==> src/rtl/pixel_link_pkg.sv <==
// Shared definitions for the pixel strobe link (transmit and capture sides).
package pixel_link_pkg;

    localparam int H_RES  = 160;
    localparam int V_RES  = 120;
    localparam int PIXELS = H_RES * V_RES;
    localparam int PIX_W  = 4;
    localparam int ADDR_W = 15;

    typedef enum logic [1:0] {
        IDLE,
        CAPTURE,
        WAIT_SOF
    } cap_state_t;

endpackage

==> src/rtl/pixel_capture_fsm.sv <==
// Frame-lock state machine: tracks position within the frame and flags
// accepted beats, the last pixel and framing errors.
module pixel_capture_fsm #(
    parameter int PIXELS = pixel_link_pkg::PIXELS,
    parameter int ADDR_W = pixel_link_pkg::ADDR_W
) (
    input  logic              clk_i,
    input  logic              rst_i,
    input  logic              write_en_i,
    input  logic              sof_i,
    input  logic              capture_en_i,
    output logic              accept_o,
    output logic [ADDR_W-1:0] addr_o,
    output logic              last_o,
    output logic              err_o,
    output logic              busy_o
);
    import pixel_link_pkg::*;

    localparam logic [ADDR_W-1:0] LAST_ADDR = ADDR_W'(PIXELS - 1);

    cap_state_t        state_q, state_d;
    logic [ADDR_W-1:0] cnt_q, cnt_d;
    logic              sof_beat;
    logic              data_beat;

    assign sof_beat  = write_en_i & sof_i;
    assign data_beat = write_en_i & ~sof_i;
    assign busy_o    = (state_q == CAPTURE);

    always_ff @(posedge clk_i) begin
        if (rst_i) begin
            state_q <= IDLE;
            cnt_q   <= '0;
        end else begin
            state_q <= state_d;
            cnt_q   <= cnt_d;
        end
    end

    // capture_en_i only matters where a new frame could begin
    always_comb begin
        state_d  = state_q;
        cnt_d    = cnt_q;
        accept_o = 1'b0;
        addr_o   = '0;
        last_o   = 1'b0;
        err_o    = 1'b0;
        unique case (state_q)
            IDLE: begin
                if (sof_beat && capture_en_i) begin
                    accept_o = 1'b1;
                    cnt_d    = ADDR_W'(1);
                    state_d  = CAPTURE;
                end
            end
            CAPTURE: begin
                if (sof_beat) begin
                    // early SOF: restart the frame in the same bank
                    err_o    = 1'b1;
                    accept_o = 1'b1;
                    cnt_d    = ADDR_W'(1);
                end else if (data_beat) begin
                    accept_o = 1'b1;
                    addr_o   = cnt_q;
                    if (cnt_q == LAST_ADDR) begin
                        last_o  = 1'b1;
                        cnt_d   = '0;
                        state_d = WAIT_SOF;
                    end else begin
                        cnt_d = cnt_q + ADDR_W'(1);
                    end
                end
            end
            WAIT_SOF: begin
                if (sof_beat) begin
                    if (capture_en_i) begin
                        accept_o = 1'b1;
                        cnt_d    = ADDR_W'(1);
                        state_d  = CAPTURE;
                    end else begin
                        state_d = IDLE;
                    end
                end else if (data_beat) begin
                    err_o   = 1'b1;
                    state_d = IDLE;
                end
            end
            default: state_d = IDLE;
        endcase
    end

endmodule

==> src/rtl/pixel_capture.sv <==
// Receive endpoint of the pixel strobe link: writes beats into a ping-pong
// frame buffer and hands each completed bank to the readout.
module pixel_capture #(
    parameter int PIXELS = pixel_link_pkg::PIXELS,
    parameter int PIX_W  = pixel_link_pkg::PIX_W,
    parameter int ADDR_W = pixel_link_pkg::ADDR_W,
    parameter int CNT_W  = 16
) (
    input  logic              clk_i,
    input  logic              rst_i,
    input  logic              write_en_i,
    input  logic              sof_i,
    input  logic [PIX_W-1:0]  data_i,
    input  logic              capture_en_i,
    output logic              fb_we_o,
    output logic              fb_bank_o,
    output logic [ADDR_W-1:0] fb_addr_o,
    output logic [PIX_W-1:0]  fb_data_o,
    output logic              rd_bank_o,
    output logic              frame_done_o,
    output logic              frame_err_o,
    output logic [CNT_W-1:0]  frame_cnt_o,
    output logic [7:0]        err_cnt_o,
    output logic              busy_o
);
    import pixel_link_pkg::*;

    logic              accept;
    logic              last_pix;
    logic              frame_err;
    logic [ADDR_W-1:0] wr_addr;

    logic              fb_we_q, fb_we_d;
    logic              fb_bank_q, fb_bank_d;
    logic [ADDR_W-1:0] fb_addr_q, fb_addr_d;
    logic [PIX_W-1:0]  fb_data_q, fb_data_d;
    logic              rd_bank_q, rd_bank_d;
    logic              frame_done_q, frame_done_d;
    logic              frame_err_q, frame_err_d;
    logic [CNT_W-1:0]  frame_cnt_q, frame_cnt_d;
    logic [7:0]        err_cnt_q, err_cnt_d;

    pixel_capture_fsm #(
        .PIXELS (PIXELS),
        .ADDR_W (ADDR_W)
    ) u_fsm (
        .clk_i        (clk_i),
        .rst_i        (rst_i),
        .write_en_i   (write_en_i),
        .sof_i        (sof_i),
        .capture_en_i (capture_en_i),
        .accept_o     (accept),
        .addr_o       (wr_addr),
        .last_o       (last_pix),
        .err_o        (frame_err),
        .busy_o       (busy_o)
    );

    // The bank swap waits one cycle after the last write so that write is
    // still presented with the bank it belongs to.
    always_comb begin
        fb_we_d      = accept;
        fb_addr_d    = accept ? wr_addr : '0;
        fb_data_d    = accept ? data_i : '0;
        frame_done_d = last_pix;
        frame_err_d  = frame_err;
        fb_bank_d    = fb_bank_q;
        rd_bank_d    = rd_bank_q;
        frame_cnt_d  = frame_cnt_q;
        err_cnt_d    = err_cnt_q;
        if (frame_done_q) begin
            rd_bank_d   = fb_bank_q;
            fb_bank_d   = ~fb_bank_q;
            frame_cnt_d = frame_cnt_q + CNT_W'(1);
        end
        if (frame_err && (err_cnt_q != 8'hFF)) begin
            err_cnt_d = err_cnt_q + 8'd1;
        end
    end

    always_ff @(posedge clk_i) begin
        if (rst_i) begin
            fb_we_q      <= 1'b0;
            fb_bank_q    <= 1'b1;
            fb_addr_q    <= '0;
            fb_data_q    <= '0;
            rd_bank_q    <= 1'b0;
            frame_done_q <= 1'b0;
            frame_err_q  <= 1'b0;
            frame_cnt_q  <= '0;
            err_cnt_q    <= '0;
        end else begin
            fb_we_q      <= fb_we_d;
            fb_bank_q    <= fb_bank_d;
            fb_addr_q    <= fb_addr_d;
            fb_data_q    <= fb_data_d;
            rd_bank_q    <= rd_bank_d;
            frame_done_q <= frame_done_d;
            frame_err_q  <= frame_err_d;
            frame_cnt_q  <= frame_cnt_d;
            err_cnt_q    <= err_cnt_d;
        end
    end

    assign fb_we_o      = fb_we_q;
    assign fb_bank_o    = fb_bank_q;
    assign fb_addr_o    = fb_addr_q;
    assign fb_data_o    = fb_data_q;
    assign rd_bank_o    = rd_bank_q;
    assign frame_done_o = frame_done_q;
    assign frame_err_o  = frame_err_q;
    assign frame_cnt_o  = frame_cnt_q;
    assign err_cnt_o    = err_cnt_q;

endmodule
==> config.mk <==
export PLATFORM = sky130hd
export DESIGN_NAME = pixel_capture
export DESIGN_NICKNAME = d
export VERILOG_FILES = /design/src/rtl/pixel_link_pkg.sv /design/src/rtl/pixel_capture_fsm.sv /design/src/rtl/pixel_capture.sv
export SDC_FILE = /design/constraint.sdc
export NUM_CORES = 1
export LEC_CHECK = 0
export ABC_AREA = 0
export ABC_CLOCK_PERIOD_IN_PS = 2700
export CAP_MARGIN = 20
export CORE_ASPECT_RATIO = 0.6
export CORE_UTILIZATION = 35
export CTS_BUF_LIST = sky130_fd_sc_hd__clkbuf_4
export CTS_CLUSTER_DIAMETER = 200
export CTS_CLUSTER_SIZE = 25
export DETAILED_ROUTE_END_ITERATION = 12
export SLEW_MARGIN = 10
export SYNTH_ARGS = -nofsm -noshare
export SYNTH_HDL_FRONTEND = slang
export SYNTH_SLANG_ARGS = --single-unit
export TNS_END_PERCENT = 30
==> constraint.sdc <==
create_clock -name clk_i -period 2.7 [get_ports clk_i]
set_input_delay 0.54 -clock clk_i [delete_from_list [all_inputs] [get_ports clk_i]]
set_output_delay 0.54 -clock clk_i [all_outputs]
set_load 0.01 [all_outputs]
==> results of run 1 <==
-- per-stage QoR --
stage               worst slack, ns  power [mW]  util, %
floorplan                     0.536        1.36        -
global placement              0.218        1.49     45.3
detailed placement            0.141        1.49     45.3
CTS                           0.197        2.06     46.7
global route                 0.0931        2.16     46.7
finish                        0.238        2.04     46.7
-- worst min-delay path: stages (launching register included) --
cell and delay [ns]:
dfxtp_1 0.35, nand2_1 0.06, a21oi_1 0.05
-- kinds of logic after synthesis --
| group | count (synthesis) | share of synthesized area, % |
|---|---|---|
| fa+ha+maj | 8 | 3.35 |
| mux | 6 | 2.18 |
| buf+inv | 34 | 4.85 |
| simple gates | 153 | 28.8 |
| xor+xnor | 11 | 3.22 |
| flops | 65 | 43.5 |
| compound gates | 61 | 14.1 |
-- sequential cells by signal, indices dropped and copies added, names as in the netlist --
name and flops:
fb_bank_o 1, u_fsm.cnt_q 15, fb_addr_o 15, frame_done_o 1
fb_data_o 4, frame_cnt_o 16, frame_err_o 1, u_fsm.state_q 2
err_cnt_o 8, fb_we_o 1, rd_bank_o 1
-- cell type report --
class	count	area, µm²
Multi-Input combinational cell	239	1540
Timing Repair Buffer	65	631
Sequential cell	65	1300
Clock inverter	5	32.5
Fill cell	805	4300
Clock buffer	11	82.6
Inverter	11	41.3
Tap cell	108	135
-- cell usage after synthesis, types with 5 or more instances --
master    instances  area share (%)
nand2_1          17             2.1
nand3_1          20             3.3
nor4_1            7             1.5
or3_1             6             1.3
nand4_1          14             2.9
ha_1              8             3.3
nor3_1           11             1.8
or4_1             5             1.3
clkbuf_1         14             1.8
a21oi_1          24             4.0
nor2_1           26             3.3
and2_1           16             3.3
inv_1            11             1.4
o31ai_1           5             1.3
and4_1            6             1.8
buf_2             5            0.84
and3_1            5             1.0
xnor2_1           8             2.3
nand4b_1          5             1.5
dfxtp_1          65              44
o21ai_0           8             1.3
-- layer usage --
| metal | part of all wire [%] | global-route usage (%) | up-vias |
|---|---|---|---|
| met3 | 6.2 | 6.13 | 5 |
| met4 | 0.68 | 5.76 | 0 |
| met5 | 0 | 0 | - |
| met2 | 41 | 22.9 | 77 |
| li1 | - | - | 1342 |
| met1 | 53 | 25.4 | 1216 |
-- power by group through the flow --
| stage | clock network, mW | logic (mW) | registers [mW] |
|---|---|---|---|
| final | 0.556 | 0.476 | 1.00 |
| after detailed placement | 0 | 0.466 | 1.03 |
| after global routing | 0.630 | 0.527 | 1.01 |
| after floorplan | 0 | 0.334 | 1.03 |
| after global placement | 0 | 0.461 | 1.03 |
| after CTS | 0.589 | 0.469 | 1.00 |
-- how the worst max path moves through the flow --
stage               cells past startpoint  slack (ns)        startpoint         endpoint
finish                                  3        0.24  u_fsm.state_q[1]           busy_o
global route                            3        0.09  u_fsm.state_q[1]           busy_o
CTS                                     3        0.20  u_fsm.state_q[1]           busy_o
detailed placement                      5        0.14             sof_i     err_cnt_o[5]
global placement                        5        0.22        write_en_i  u_fsm.cnt_q[13]
floorplan                               7        0.54  u_fsm.state_q[0]  u_fsm.cnt_q[13]
==> metrics.md, run 1 <==
| Metric | Value |
|---|---|
| Outcome | `finished, final reports clean` |
| Seq pwr share | `between 40% and 50%` |
| Placed cells | `between 400 and 500` |
| Tcrit/Tclk final | `between 90% and 100%` |
| Syn nets | `355` |
| Power share of the combinational group | `a little under a quarter` |
| Port-buffer cells | `57` |
| Wirelength per Cell | `~14 µm` |
| Clock Skews | `about 0.012 ns` |
| Deepest clock path buffer count | `2` |
| Worst Reg-to-Reg Cells | `6` |
| GRT Total Usage | `17.3%` |
| Worst Setup End Kind | `primary output` |
| Achievable Freq | `between 400 and 500 MHz` |
| Crit path DAT | `around 1.9 ns` |
| Initial Util | `a little under two fifths` |
| DP Area | `between 0.003 and 0.004 mm²` |
| Hold crit path type | `register to register` |
| CTS sink cnt | `between 60 and 70` |
| H-tree depth | `3` |
| Clock latency on the worst-skew pair | `about 0.42 ns` |
| Final Hold Fails | `0` |
| Full die area | `just under 0.009 mm²` |
| First-iteration detailed-routing DRC count | `around 160` |
| Clock share of power | `a little over a quarter` |
| CP max-delay cell | `clkdlybuf4s50_1` |
| Reg2reg end | `u_fsm.cnt_q[13]` |
| Row Count | `25` |
| Root buf cell | `clkbuf_4` |
| Crit Path Category | `register to primary output` |
| Max_cap viols | `0` |
| Routed vias/inst | `about 5.2` |
| CP top delay family | `buffers and inverters` |
| Clk slew on worst S/H paths | `around 0.1 ns` |
| Buffers & Inverters on Critical Path | `2` |
| Req. time, crit path | `about 2.2 ns` |
| CTS Buf Count | `9` |
| Reg2Reg Setup Slack | `~0.39 ns` |
| Final GP Congestion | `0.877` |
| RSZ-0062 raised after global routing | `false` |
| HPWL after detailed placement | `roughly 5000 µm` |
| Core area | `roughly 0.0081 mm²` |
| Fin Setup TNS | `0 ns` |
| R2r startpoint | `u_fsm.state_q[0]` |
| Cts hold-fix bufs | `0` |
| Crit-path max FO | `10` |
| Vias in the first global route | `around 2300` |
| Die X | `121 µm` |
| Number of routed nets with antenna violations | `0` |
| Worst setup SP type | `register` |
| Yosys warns | `0` |
| Synth cell types | `roughly 50` |
| Hold WS | `0.501 ns` |
| Leakage | `roughly 1.2 nW` |
| Hold path start | `u_fsm.cnt_q[1]` |
| Seq cells post-synth | `65` |
| Final setup viols | `0` |
| Synth async-reset ratio | `0%` |
| Commonest non-fill, non-tap cells in the layout | `dfxtp_1, clkdlybuf4s50_1, nor2_1, a21oi_1, nand3_1` |
| First-pass GRT wire length | `around 12000 µm` |
| Cell count after synthesis | `approximately 340` |
| Slew Viols, Final | `0` |
| Drt first pass iters | `4` |
| Top_reg_cell synth | `dfxtp_1` |
| # DRC | `0` |
| Final nets | `between 400 and 500` |
| TritonCTS clock tree | `built` |
| Slew margin rel. | `between 70% and 80%` |
| EDFF count, synth | `0` |
| Sw frac | `between 30% and 40%` |
| GRT Residual Overflow | `0` |
| Layout cell share with drive strength beyond 1 | `a little under a tenth` |
| Vias | `around 2600` |
| Hold path depth | `2` |
| P per Cell Area | `541 mW/mm²` |
| Die Ht | `73.6 µm` |
| Post-cts resize count | `0` |
| Final Instance Count excl. Fillers | `about 500` |
| Int Pwr | `roughly 1.4 mW` |
| Slew of the pin with the lowest slew margin | `slightly above 0.4 ns` |
| Switching pwr | `0.659 mW` |
| Cell Area, Synth | `0.00299 mm²` |
| Worst stage delay on the critical path | `roughly 0.62 ns` |
| End of the worst hold path | `u_fsm.cnt_q[1]` |
| Syn Area/Cell | `8.85 µm²` |
| Post-CTS setup buffer count | `0` |
| VDD IR max | `between 200 and 250 µV` |
| Final wirelength | `between 7000 and 8000 µm` |
| # diodes | `0` |
| Ports | `just under 60` |
| CP Cell Sequence | `inv_1 > ha_1 > clkdlybuf4s50_1` |
| Register area share after synthesis | `between 40% and 50%` |
| Design area | `around 0.0038 mm²` |
| Final min period | `roughly 2.5 ns` |
| Largest net degree at the start of global routing | `28` |
| Commonest non-fill, non-tap cell in the layout | `dfxtp_1` |
| Initial antenna violation count | `0` |
| P&R area growth vs syn | `26.0%` |
No activity file was read; power rests on OpenSTA's default activity.
==> run 2, diff against run 1 <==
--- a/config.mk
+++ b/config.mk
@@ -6,7 +6,7 @@
 export NUM_CORES = 1
 export LEC_CHECK = 0
 export ABC_AREA = 0
-export ABC_CLOCK_PERIOD_IN_PS = 2700
+export ABC_CLOCK_PERIOD_IN_PS = 2300
 export CAP_MARGIN = 20
 export CORE_ASPECT_RATIO = 0.6
 export CORE_UTILIZATION = 35
==> constraint.sdc (replaced) <==
create_clock -name clk_i -period 2.3 [get_ports clk_i]
set_input_delay 0.46 -clock clk_i [delete_from_list [all_inputs] [get_ports clk_i]]
set_output_delay 0.46 -clock clk_i [all_outputs]
set_load 0.01 [all_outputs]
==> metrics.md, run 2 (synthesized netlist as in run 1, its figures left out) <==
| Metric | Value |
|---|---|
| VDD IR max | `418 µV` |
| Row Count | `25` |
| Max_cap viols | `0` |
| Final Hold Fails | `0` |
| Routed vias/inst | `between 5 and 6` |
| H-tree depth | `3` |
| Initial Util | `a little under two fifths` |
| Fin Setup TNS | `0 ns` |
| First-pass GRT wire length | `12000 µm` |
| Clk slew on worst S/H paths | `approximately 0.11 ns` |
| Largest register FFs | `16` |
| Clock Skews | `0.0142 ns` |
| Tcrit/Tclk final | `around 95%` |
| Achievable Freq | `about 460 MHz` |
| Pre-CTS setup slack | `~0.028 ns` |
| Req. time, crit path | `2.64 ns` |
| Hold crit path type | `register to register` |
| Reg area | `between 0.001 and 0.0015 mm²` |
| Int Pwr | `around 1.8 mW` |
| Seq pwr share | `44.3%` |
| # diodes | `0` |
| P per Cell Area | `~680 mW/mm²` |
| Worst Setup End Kind | `register` |
| Finished Core Util | `48.6%` |
| Power share of the combinational group | `a little under a quarter` |
| TritonCTS clock tree | `built` |
| Post-CTS setup buffer count | `0` |
| Sw frac | `between 30% and 40%` |
| Crit-path max FO | `5` |
| Worst setup SP type | `register` |
| Final GP Congestion | `roughly 0.86` |
| Slew margin rel. | `about three quarters` |
| GR Layer Usage met1 | `approximately a quarter` |
| Final min period | `approximately 2.2 ns` |
| Ports | `58` |
| Clock latency on the worst-skew pair | `roughly 0.43 ns` |
| CTS Buf Count | `9` |
| Crit path DAT | `between 2 and 3 ns` |
| Core area | `approximately 0.008 mm²` |
| GRT Total Usage | `between 10% and 20%` |
| Deepest clock path buffer count | `2` |
| Final wirelength | `around 7500 µm` |
| Layout cell share with drive strength beyond 1 | `roughly an eighth` |
| Clock share of power | `about 33%` |
| Outcome | `finished, final reports clean` |
| Fillers | `760` |
| Vias | `between 2000 and 3000` |
| Final setup viols | `0` |
| GR Layer Usage met2 | `between 20% and 30%` |
| GR Util met3 | `between 7 and 8%` |
| HPWL after detailed placement | `5260 µm` |
| Number of routed nets with antenna violations | `0` |
| First-iteration detailed-routing DRC count | `180` |
| Root buf cell | `clkbuf_4` |
| Commonest non-fill, non-tap cell in the layout | `dfxtp_1` |
| Cts hold-fix bufs | `0` |
| Drt first pass iters | `5` |
| Full die area | `between 0.008 and 0.009 mm²` |
| Vias in the first global route | `between 2000 and 2500` |
| Post-cts resize count | `0` |
| P&R area growth vs syn | `31.0%` |
| Slew Viols, Final | `0` |
| Crit Path Category | `register to register` |
| Die Ht | `roughly 74 µm` |
| # DRC | `0` |
| Largest net degree at the start of global routing | `50` |
| Switching pwr | `slightly above 0.8 mW` |
| Slew of the pin with the lowest slew margin | `0.362 ns` |
| GRT Residual Overflow | `0` |
| Leakage | `between 1 and 1.5 nW` |
| RSZ-0062 raised after global routing | `false` |
| Commonest non-fill, non-tap cells in the layout | `dfxtp_1, clkdlybuf4s50_1, nor2_1, a21oi_1, nand3_1` |
| Wirelength per Cell | `14.5 µm` |
| Setup WS post-layout | `~0.12 ns` |
| Gr busiest metal | `met1` |
| Initial antenna violation count | `0` |
| Port-buffer cells | `57` |
| Final nets | `420` |
| Footprint of the multi-input gates | `between 0.0015 and 0.002 mm²` |
| CTS sink cnt | `65` |
| Die X | `between 100 and 150 µm` |
==> run 2: cell types whose count changed in the layout (fill, tap and decap cells not counted), sizes merged <==
cell / change
clkbuf: -2
buf: +12
clkinvlp: -3
bufinv: +2
clkinv: +3
==> run 2: path summary, 6_finish.rpt <==
path / startpoint / endpoint / slack (ns) / cells past startpoint
worst max-delay path: u_fsm.state_q[0] / u_fsm.cnt_q[11] / 0.12 / 6
worst min-delay path: rd_bank_o / rd_bank_o / 0.50 / 2
worst max register to register: u_fsm.state_q[0] / u_fsm.cnt_q[11] / 0.12 / 6
worst min register to register: rd_bank_o / rd_bank_o / 0.50 / 2
==> run 2: area by class of cell <==
class,count,area share [%]
clock buffer,9,1.72
clock inverter,7,2.43
inverter,11,1.05
multi-input combinational,239,39.4
sequential,65,33.2
tap,108,3.45
timing repair buffer,77,18.7
==> run 2: critical path: stages, from the launching register on <==
cell and delay, ns:
dfxtp_1 0.41, inv_1 0.10, ha_1 0.22, or2_4 0.28, a221o_1 0.36, or4_1 0.51
a211oi_1 0.23
==> run 2: power groups by stage <==
stage / combinational (mW) / clock, mW / sequential [mW]
after floorplan: 0.392 / 0 / 1.20
after global placement: 0.583 / 0 / 1.20
after detailed placement: 0.594 / 0 / 1.20
after CTS: 0.597 / 0.905 / 1.18
after global routing: 0.664 / 0.963 / 1.19
final: 0.606 / 0.876 / 1.18
==> run 2: metal layers <==
metal | share of wire [%] | up-vias
li1 | - | 1372
met1 | 52 | 1292
met2 | 39 | 113
met3 | 7.9 | 6
met4 | 0.40 | 0
met5 | 0 | -
==> run 2: through the flow <==
step           hold WS [ns]  std cells  total power, mW  cell area [µm²]
6_report              0.503        516             2.66             3920
5_1_grt               0.542        516             2.81             3920
4_1_cts               0.510        516             2.68             3920
3_3_place_gp          0.477        500             1.79             3750
2_1_floorplan         0.466        338             1.60             2990
3_5_place_dp          0.484        500             1.80             3750
==> run 3, diff against run 2 <==
--- a/config.mk
+++ b/config.mk
@@ -9,6 +9,7 @@
 export ABC_CLOCK_PERIOD_IN_PS = 2300
 export CAP_MARGIN = 20
 export CORE_ASPECT_RATIO = 0.6
+export CORE_MARGIN = 2
 export CORE_UTILIZATION = 35
 export CTS_BUF_LIST = sky130_fd_sc_hd__clkbuf_4
 export CTS_CLUSTER_DIAMETER = 200
==> metrics.md, run 3 (synthesized netlist as in run 1, its figures left out) <==
| Metric | Value |
|---|---|
| # DRC | `0` |
| R2r startpoint | `u_fsm.state_q[0]` |
| Int Pwr | `approximately 1.9 mW` |
| VDD IR max | `about 380 µV` |
| Post-CTS setup buffer count | `0` |
| Slew of the pin with the lowest slew margin | `0.383 ns` |
| First-iteration detailed-routing DRC count | `between 150 and 200` |
| Final nets | `approximately 420` |
| Crit Path Category | `register to register` |
| Reg2reg end | `u_fsm.cnt_q[13]` |
| Worst Reg-to-Reg Cells | `6` |
| Crit-path max FO | `7` |
| Switching pwr | `~0.79 mW` |
| P per Cell Area | `about 680 mW/mm²` |
| Routed vias/inst | `between 5 and 6` |
| Footprint of the multi-input gates | `roughly 0.0015 mm²` |
| Number of routed nets with antenna violations | `0` |
| Top Layer Used | `met4` |
| HPWL after detailed placement | `around 5200 µm` |
| Vias | `around 2700` |
| Clock share of power | `roughly a third` |
| Clock Skews | `0.0128 ns` |
| Deepest clock path buffer count | `2` |
| Final wirelength | `7540 µm` |
| GRT Total Usage | `16.5%` |
| Crit path DAT | `around 2.5 ns` |
| Reg2Reg Setup Slack | `0.13 ns` |
| Commonest non-fill, non-tap cell in the layout | `dfxtp_1` |
| Final min period | `2.17 ns` |
| Final setup viols | `0` |
| Row Count | `26` |
| Critical path startpoint | `u_fsm.state_q[0]` |
| RSZ-0062 raised after global routing | `false` |
| Outcome | `finished, final reports clean` |
| Worst setup SP type | `register` |
| Die X | `123 µm` |
| TritonCTS clock tree | `built` |
| Full die area | `approximately 0.0093 mm²` |
| Hold WS | `roughly 0.5 ns` |
| Clock latency on the worst-skew pair | `approximately 0.42 ns` |
| First-pass GRT wire length | `~12000 µm` |
| Finished Core Util | `46.9%` |
| Drt first pass iters | `4` |
| Slew margin rel. | `about three quarters` |
| CTS Buf Count | `9` |
| Tcrit/Tclk final | `94.5%` |
| Final Hold Fails | `0` |
| Initial Util | `a little over a third` |
| GRT Residual Overflow | `0` |
| Power, Total | `2.68 mW` |
| Sw frac | `approximately 30%` |
| Power share of the combinational group | `23.0%` |
| Setup WS post-layout | `approximately 0.13 ns` |
| Clk slew on worst S/H paths | `0.11 ns` |
| Worst Setup End Kind | `register` |
| Wirelength per Cell | `about 14 µm` |
| Core area | `0.00839 mm²` |
| CTS sink cnt | `65` |
| Max_cap viols | `0` |
| P&R area growth vs syn | `31.6%` |
| Pre-CTS setup slack | `-0.156 ns` |
| Port-buffer cells | `between 50 and 60` |
| Ports | `58` |
| # diodes | `0` |
| H-tree depth | `3` |
| Root buf cell | `clkbuf_4` |
| Largest net degree at the start of global routing | `50` |
| Final GP Congestion | `~0.90` |
| Crit path to | `u_fsm.cnt_q[13]` |
| Slew Viols, Final | `0` |
| WL met1 | `~4000 µm` |
| Reg area | `roughly 0.0013 mm²` |
| Req. time, crit path | `~2.7 ns` |
| Initial antenna violation count | `0` |
| Leakage | `1.33 nW` |
| Fillers | `just over 800` |
| Hold crit path type | `register to register` |
| Achievable Freq | `around 460 MHz` |
| Commonest non-fill, non-tap cells in the layout | `dfxtp_1, clkdlybuf4s50_1, nor2_1, a21oi_1` |
| Seq pwr share | `between 40 and 50%` |
| Largest register FFs | `16` |
| Met2 wire length | `a little under 3000 µm` |
| Layout cell share with drive strength beyond 1 | `a little over an eighth` |
| Die Ht | `between 70 and 80 µm` |
| Met3 Routed Length | `between 400 and 500 µm` |
| Vias in the first global route | `roughly 2400` |
-- run 3: final cells by class --
class | instances | area share, %
inverters | 11 | 1.05
flip-flops and latches | 65 | 33.1
clock inverters | 5 | 2.03
multi-input cells | 239 | 39.3
well taps | 112 | 3.56
clock buffers | 11 | 2.10
repair buffers | 78 | 18.8
-- run 3: layer usage --
metal / global-route usage (%) / vias to the layer above
met2: 22.1 / 79
li1: - / 1365
met3: 5.54 / 9
met4: 5.43 / 0
met5: 0 / -
met1: 24.5 / 1268
-- run 3: how the worst min path moves through the flow --
stage                   start             end  slack, ns  depth (start not counted)
4_1_cts        u_fsm.cnt_q[1]  u_fsm.cnt_q[1]       0.51                          2
3_5_place_dp   u_fsm.cnt_q[1]  u_fsm.cnt_q[1]       0.49                          2
3_3_place_gp        rd_bank_o       rd_bank_o       0.48                          2
2_1_floorplan  u_fsm.cnt_q[1]  u_fsm.cnt_q[1]       0.47                          2
6_report       u_fsm.cnt_q[1]  u_fsm.cnt_q[1]       0.51                          2
5_1_grt             rd_bank_o       rd_bank_o       0.53                          2
-- run 3: power groups by stage --
stage          sequential [mW]  combinational [mW]  clock (mW)
2_1_floorplan             1.20               0.392           0
3_3_place_gp              1.20               0.589           0
3_5_place_dp              1.20               0.603           0
4_1_cts                   1.18               0.604       0.913
5_1_grt                   1.19               0.673       0.960
6_report                  1.18               0.617       0.877
-- run 3: worst max-delay path, stage by stage (launching register included) --
cell	delay, ns
dfxtp_2	0.38
inv_1	0.08
ha_1	0.22
or2_4	0.28
a221o_2	0.41
or4_4	0.53
a211oi_2	0.21
-- run 3: stage by stage --
step | setup TNS, ns | instances | instance area [µm²]
2_1_floorplan | 0 | 338 | 2990
3_3_place_gp | -0.241 | 505 | 3770
3_5_place_dp | -0.423 | 505 | 3770
4_1_cts | 0 | 521 | 3930
5_1_grt | 0 | 521 | 3940
6_report | 0 | 521 | 3940
-- run 3: timing repair --
| item | in CTS | in global routing |
|---|---|---|
| endpoints found under the setup margin | 0 | 4 |
| gates resized for setup | 0 | 4 |
| hold buffers | 0 | 0 |
